$ cat src/rtl/ram_arbiter.sv
// ram_arbiter: two-port arbiter in front of a single-port RAM.
// Each transfer walks IDLE -> ACC -> DONE -> IDLE (3 cycles, back-to-back capable).
// Request fields are sampled only in IDLE. gnt pulses in the IDLE cycle that captures a
// request, the RAM strobes are active only in ACC, and ack pulses in DONE.
// A read loads the owner's rdata register at the ACC->DONE edge, so the data is valid
// together with ack.
// Handshake: a requester holds req (level) until it sees gnt. It drops req in the next
// cycle unless it wants another transfer. A req still high when the block is back in
// IDLE starts a new transfer.
// Optional feature: define RAM_ARB_P0_PRIO_EN for fixed priority, where port 0 always
// wins contention. The default is round-robin.
module ram_arbiter (
    input  logic        clk,
    input  logic        reset,
    input  logic        p0_req,
    input  logic        p0_we,
    input  logic        p0_be,
    input  logic [15:0] p0_addr,
    input  logic [15:0] p0_wdata,
    output logic        p0_gnt,
    output logic        p0_ack,
    output logic [15:0] p0_rdata,
    input  logic        p1_req,
    input  logic        p1_we,
    input  logic        p1_be,
    input  logic [15:0] p1_addr,
    input  logic [15:0] p1_wdata,
    output logic        p1_gnt,
    output logic        p1_ack,
    output logic [15:0] p1_rdata,
    output logic [15:0] ram_addr,
    output logic [15:0] ram_din,
    output logic        ram_we,
    output logic        ram_re,
    output logic        ram_be,
    input  logic [15:0] ram_dout
);

    localparam logic [1:0] ST_IDLE = 2'd0;
    localparam logic [1:0] ST_ACC  = 2'd1;
    localparam logic [1:0] ST_DONE = 2'd2;

    logic [1:0]  state;
    logic [1:0]  state_nxt;
    logic        last_gnt;   // port granted most recently (0 or 1)
    logic        owner;      // port that owns the transfer in flight
    logic        we_q;
    logic        be_q;
    logic [15:0] addr_q;
    logic [15:0] wdata_q;
    logic        any_req;
    logic        win;        // port selected in the current IDLE cycle
    logic        capture;
    logic        in_acc;

    // Pick the winner among the current requesters.
    always_comb begin
        any_req = p0_req | p1_req;
`ifdef RAM_ARB_P0_PRIO_EN
        win = ~p0_req;
`else
        if (p0_req && p1_req) begin
            win = ~last_gnt;
        end else begin
            win = ~p0_req;
        end
`endif
    end

    assign capture = (state == ST_IDLE) && any_req;
    assign in_acc  = (state == ST_ACC);

    // Fixed three-step sequence. IDLE waits for a request.
    always_comb begin
        state_nxt = ST_IDLE;
        case (state)
            ST_IDLE: state_nxt = any_req ? ST_ACC : ST_IDLE;
            ST_ACC:  state_nxt = ST_DONE;
            ST_DONE: state_nxt = ST_IDLE;
            default: state_nxt = ST_IDLE;
        endcase
    end

    // State register. Reset aborts any transfer in flight.
    always_ff @(posedge clk or negedge reset) begin
        if (!reset) begin
            state <= ST_IDLE;
        end else begin
            state <= state_nxt;
        end
    end

    // Latch the winner's request fields and remember it for round-robin.
    always_ff @(posedge clk or negedge reset) begin
        if (!reset) begin
            last_gnt <= 1'b1;
            owner    <= 1'b0;
            we_q     <= 1'b0;
            be_q     <= 1'b0;
            addr_q   <= 16'h0000;
            wdata_q  <= 16'h0000;
        end else if (capture) begin
            last_gnt <= win;
            owner    <= win;
            we_q     <= win ? p1_we    : p0_we;
            be_q     <= win ? p1_be    : p0_be;
            addr_q   <= win ? p1_addr  : p0_addr;
            wdata_q  <= win ? p1_wdata : p0_wdata;
        end
    end

    // Load the owner's read-data register as a read leaves ACC.
    always_ff @(posedge clk or negedge reset) begin
        if (!reset) begin
            p0_rdata <= 16'h0000;
            p1_rdata <= 16'h0000;
        end else if (in_acc && !we_q) begin
            if (owner) begin
                p1_rdata <= ram_dout;
            end else begin
                p0_rdata <= ram_dout;
            end
        end
    end

    // Handshake pulses. gnt is gated by reset so it stays low while reset is held.
    always_comb begin
        p0_gnt = reset && capture && !win;
        p1_gnt = reset && capture &&  win;
        p0_ack = (state == ST_DONE) && !owner;
        p1_ack = (state == ST_DONE) &&  owner;
    end

    // RAM side. Outputs are driven only in ACC and are held at zero otherwise.
    always_comb begin
        ram_addr = in_acc ? addr_q  : 16'h0000;
        ram_din  = in_acc ? wdata_q : 16'h0000;
        ram_be   = in_acc & be_q;
        ram_we   = in_acc & we_q;
        ram_re   = in_acc & ~we_q;
    end

endmodule

$ cat config.mk
export PLATFORM = sky130hd
export DESIGN_NAME = ram_arbiter
export DESIGN_NICKNAME = d
export VERILOG_FILES = /design/src/rtl/ram_arbiter.sv
export SDC_FILE = /design/constraint.sdc
export NUM_CORES = 1
export LEC_CHECK = 0
export BUFFER_PORTS_ARGS = -buffer_cell sky130_fd_sc_hd__clkbuf_2
export CAP_MARGIN = 20
export CELL_PAD_IN_SITES_DETAIL_PLACEMENT = 1
export CELL_PAD_IN_SITES_GLOBAL_PLACEMENT = 2
export CORE_AREA = 5 5 116 118
export CTS_BUF_LIST = sky130_fd_sc_hd__clkbuf_8
export DETAILED_ROUTE_END_ITERATION = 10
export DIE_AREA = 0 0 121 123
export HOLD_SLACK_MARGIN = 0.12
export PLACE_DENSITY = 0.79
export SYNTH_ARGS = -nofsm -noshare
export SYNTH_HDL_FRONTEND = slang
export SYNTH_SLANG_ARGS = --single-unit
$ cat constraint.sdc
create_clock -name clk -period 1.75 [get_ports clk]
set_input_delay 0.175 -clock clk [delete_from_list [all_inputs] [get_ports clk]]
set_output_delay 0.175 -clock clk [all_outputs]
set_load 0.05 [all_outputs]
==> results.md <==
* Worst VDD drop at 0.000776 V
* EDFF count, synth at 0
* Die Y at 123 µm
* Slew headroom at 46.8%
* Vias in the first global route at 4,087
* Mapped Area at 0.00335 mm²
* Later-pin clock latency in the skew report at 0.35 ns
* Setup TNS at 0 ns
* Share of the synthesized area in the top cell type at 51.5%
* Clock tree buffer depth at 2
* Synthesis-to-finish area growth at 75.0%
* # rows at 41
* Layout cell share with drive strength beyond 1 at 41.7%
* Top Family by Delay on Critical Path: simple AND/OR/NAND/NOR gates
* Hold Path Depth at 3
* Hold Vio Cnt, Final at 0
* Crit Path Class: register to output pin
* Power per cell area at 1980 mW/mm²
* ANT cells at 0
* Syn avg cell area at 10.4 µm²
* CORE AREA at 0.0124 mm²
* CP Depth at 5
* Starting DRC count in detailed routing at 145
* Sink Count at 70
* Vias at 3,558
* Slew Viols, Final at 0
* Hold Path Class: primary input to register
* Hold slack at 0.243 ns
* Cell mode on critical path: buf_4
* Crit-path cells: buf_4 > nor2_4 > and2_4 > and3_1 > buf_4
* Cells after synthesis at 322
* Chip width at 121 µm
* Util after Layout at 47.5%
* Worst Path Required at 1.57 ns
* Total GRT Usage at 18.6%
* Biggest cell delay along the critical path at 0.38 ns
* Ys Warns at 0
* Area of the die at 0.0149 mm²
* Outcome: completed
* WP data arrival at 1.50 ns
* Max Clock Freq at 596 MHz
* Post-DR vias/cell at 4.79
* Worst r2r dst: p1_rdata[14]
* Most common cell after layout, fill and taps aside: clkbuf_2
* Ys async rst share at 100%
* Number of synthesized register bits at 70
* Setup Viol. Count Final at 0
* Antenna violations before repair at 0
* Final Critical Period at 1.68 ns
* Distinct cell type count after synthesis at 25
* CTS clk-pin slew, worst paths at 0.08 ns
* Ys flop type: dfrtp_1
* Most frequent cells in the layout: 121 x clkbuf_2, 85 x dlygate4sd3_1, 68 x dfrtp_1, 38 x a21oi_1
* Final Skew at 0.0103 ns
* Post-synth top area cell: dfrtp_1
* Max Cap Viol at 0
* Worst Path Buf+Inv at 2
* Gr ovfl total at 0
* Clk Tree Root Cell: clkbuf_8
* H-Tree Depth at 3
* Slew @ Worst Pin at 0.798 ns
* Hold endpoint: addr_q[12]
* Largest net degree at the start of global routing at 61
* Final period util at 95.9%
* Slowest cell on the critical path: dfrtp_1
* Starting Density at 27.1%
* Sequential area share after synthesis at 52.3%
* TritonCTS clock tree: done
* Syn Nets at 410
* RSZ-0062 raised after global routing: false
* R2R depth at 5
* TritonRoute pass-1 iters at 4
* Worst R2R Setup Slack at 0.19 ns
* Post-DP HPWL at 8430 µm
* Num ports at 159
* DRC errors left at 0
* First-pass GRT wire length at 21,600 µm
* Leak pwr at 2.65 nW
* Nets at 655
* Crit start category: register
* Routed Antenna Nets at 0
* Min-Delay Startpoint: p0_req
* GPL Wtd Cong at 0.727
* Setup crit end kind: output pin
* WL/cell at 18.3 µm
* Post-placement cell area at 0.00458 mm²
* Critical Path Fanout Max at 4
* Final wirelength at 13,600 µm
* PortBufs at 158
* Top post-synthesis cells by area: dfrtp_1 51%, mux2_2 11%, a31oi_1 6.3%, and2_1 6.3%, a21oi_1 5.7%
* Worst r2r src: state[1]
* TritonCTS buffer count at 9
* Finished Cell Area at 0.00587 mm²
==> final cells by class <==
type                       instances  area [µm²]
clock inverter                     3        42.5
fill                            1377        6500
inverter                           2        10.0
clock buffer                      12         165
timing repair buffer             264        2220
sequential                        70        1750
tap                              172         215
multi-input combinational        220        1460
==> registers in the layout, summed over array words and instances (netlist names) <==
| register | cells |
|---|---|
| p0_rdata | 16 |
| addr_q | 16 |
| last_gnt | 1 |
| wdata_q | 16 |
| owner | 1 |
| state | 2 |
| be_q | 1 |
| p1_rdata | 16 |
| we_q | 1 |
==> stage by stage <==
stage               power, W  std cells  setup slack, ns
finish                0.0116        743           0.0720
global route          0.0122        743         0.000518
CTS                   0.0117        743           0.0154
detailed placement   0.00961        639            0.196
global placement     0.00945        639            0.256
floorplan            0.00741        322            0.127
==> repair_timing <==
action	4_1_cts	5_1_grt
endpoints found under the setup margin	36	2
pin swaps	0	0
hold endpoints to repair	76	0
setup buffers	3	0
gates cloned	1	0
gates resized for setup	47	2
hold buffers	85	0
==> synth_stat cells, types with 2 or more instances <==
library cell and n:
a21oi_1 38, a31oi_1 34, and2_1 34, and3b_1 2, buf_6 5, clkbuf_1 23
dfrtp_1 69, inv_1 2, mux2_2 32, nand3_1 34, nor2_1 2, o21ai_0 34
==> cell families (layout without fill, tap and decap cells) <==
kind of cell	count (synthesis)	after routing	share of synthesized area [%]
AOI/OAI and AO/OA	106	106	17.1
and+or+nand+nor	82	82	15.0
DFF	70	70	52.3
muxes	32	32	10.7
buffers and inverters	32	281	4.85
==> power breakdown <==
part	internal, W	switching (W)	total (W)
clock network	0.000765	0.000617	0.00138
logic	0.00268	0.00460	0.00728
registers	0.00245	0.000490	0.00294
==> worst reg2reg max path, stage by stage, from the launching register on <==
cell,delay [ns]
dfrtp_1,0.38
nand2b_4,0.15
buf_4,0.15
nor3b_4,0.23
buf_12,0.19
mux2_2,0.35
==> how the worst max path moves through the flow <==
stage / startpoint / end / slack (ns)
final: state[1] / p0_gnt / 0.07
after detailed placement: last_gnt / addr_q[11] / 0.20
after global routing: state[1] / p1_gnt / 0.0005
after floorplan: state[0] / p1_gnt / 0.13
after global placement: last_gnt / wdata_q[15] / 0.26
after CTS: state[1] / p0_gnt / 0.02
==> metal layers <==
metal,track usage [%],wire length [µm],share of wire (%),vias to the layer above
met5,0,0,0,-
met4,6.87,255,1.9,0
met3,4.39,794,5.8,20
met2,33.8,6970,51,125
met1,21.3,5580,41,1765
li1,-,-,-,1648
(Power assumes the default switching activity.)
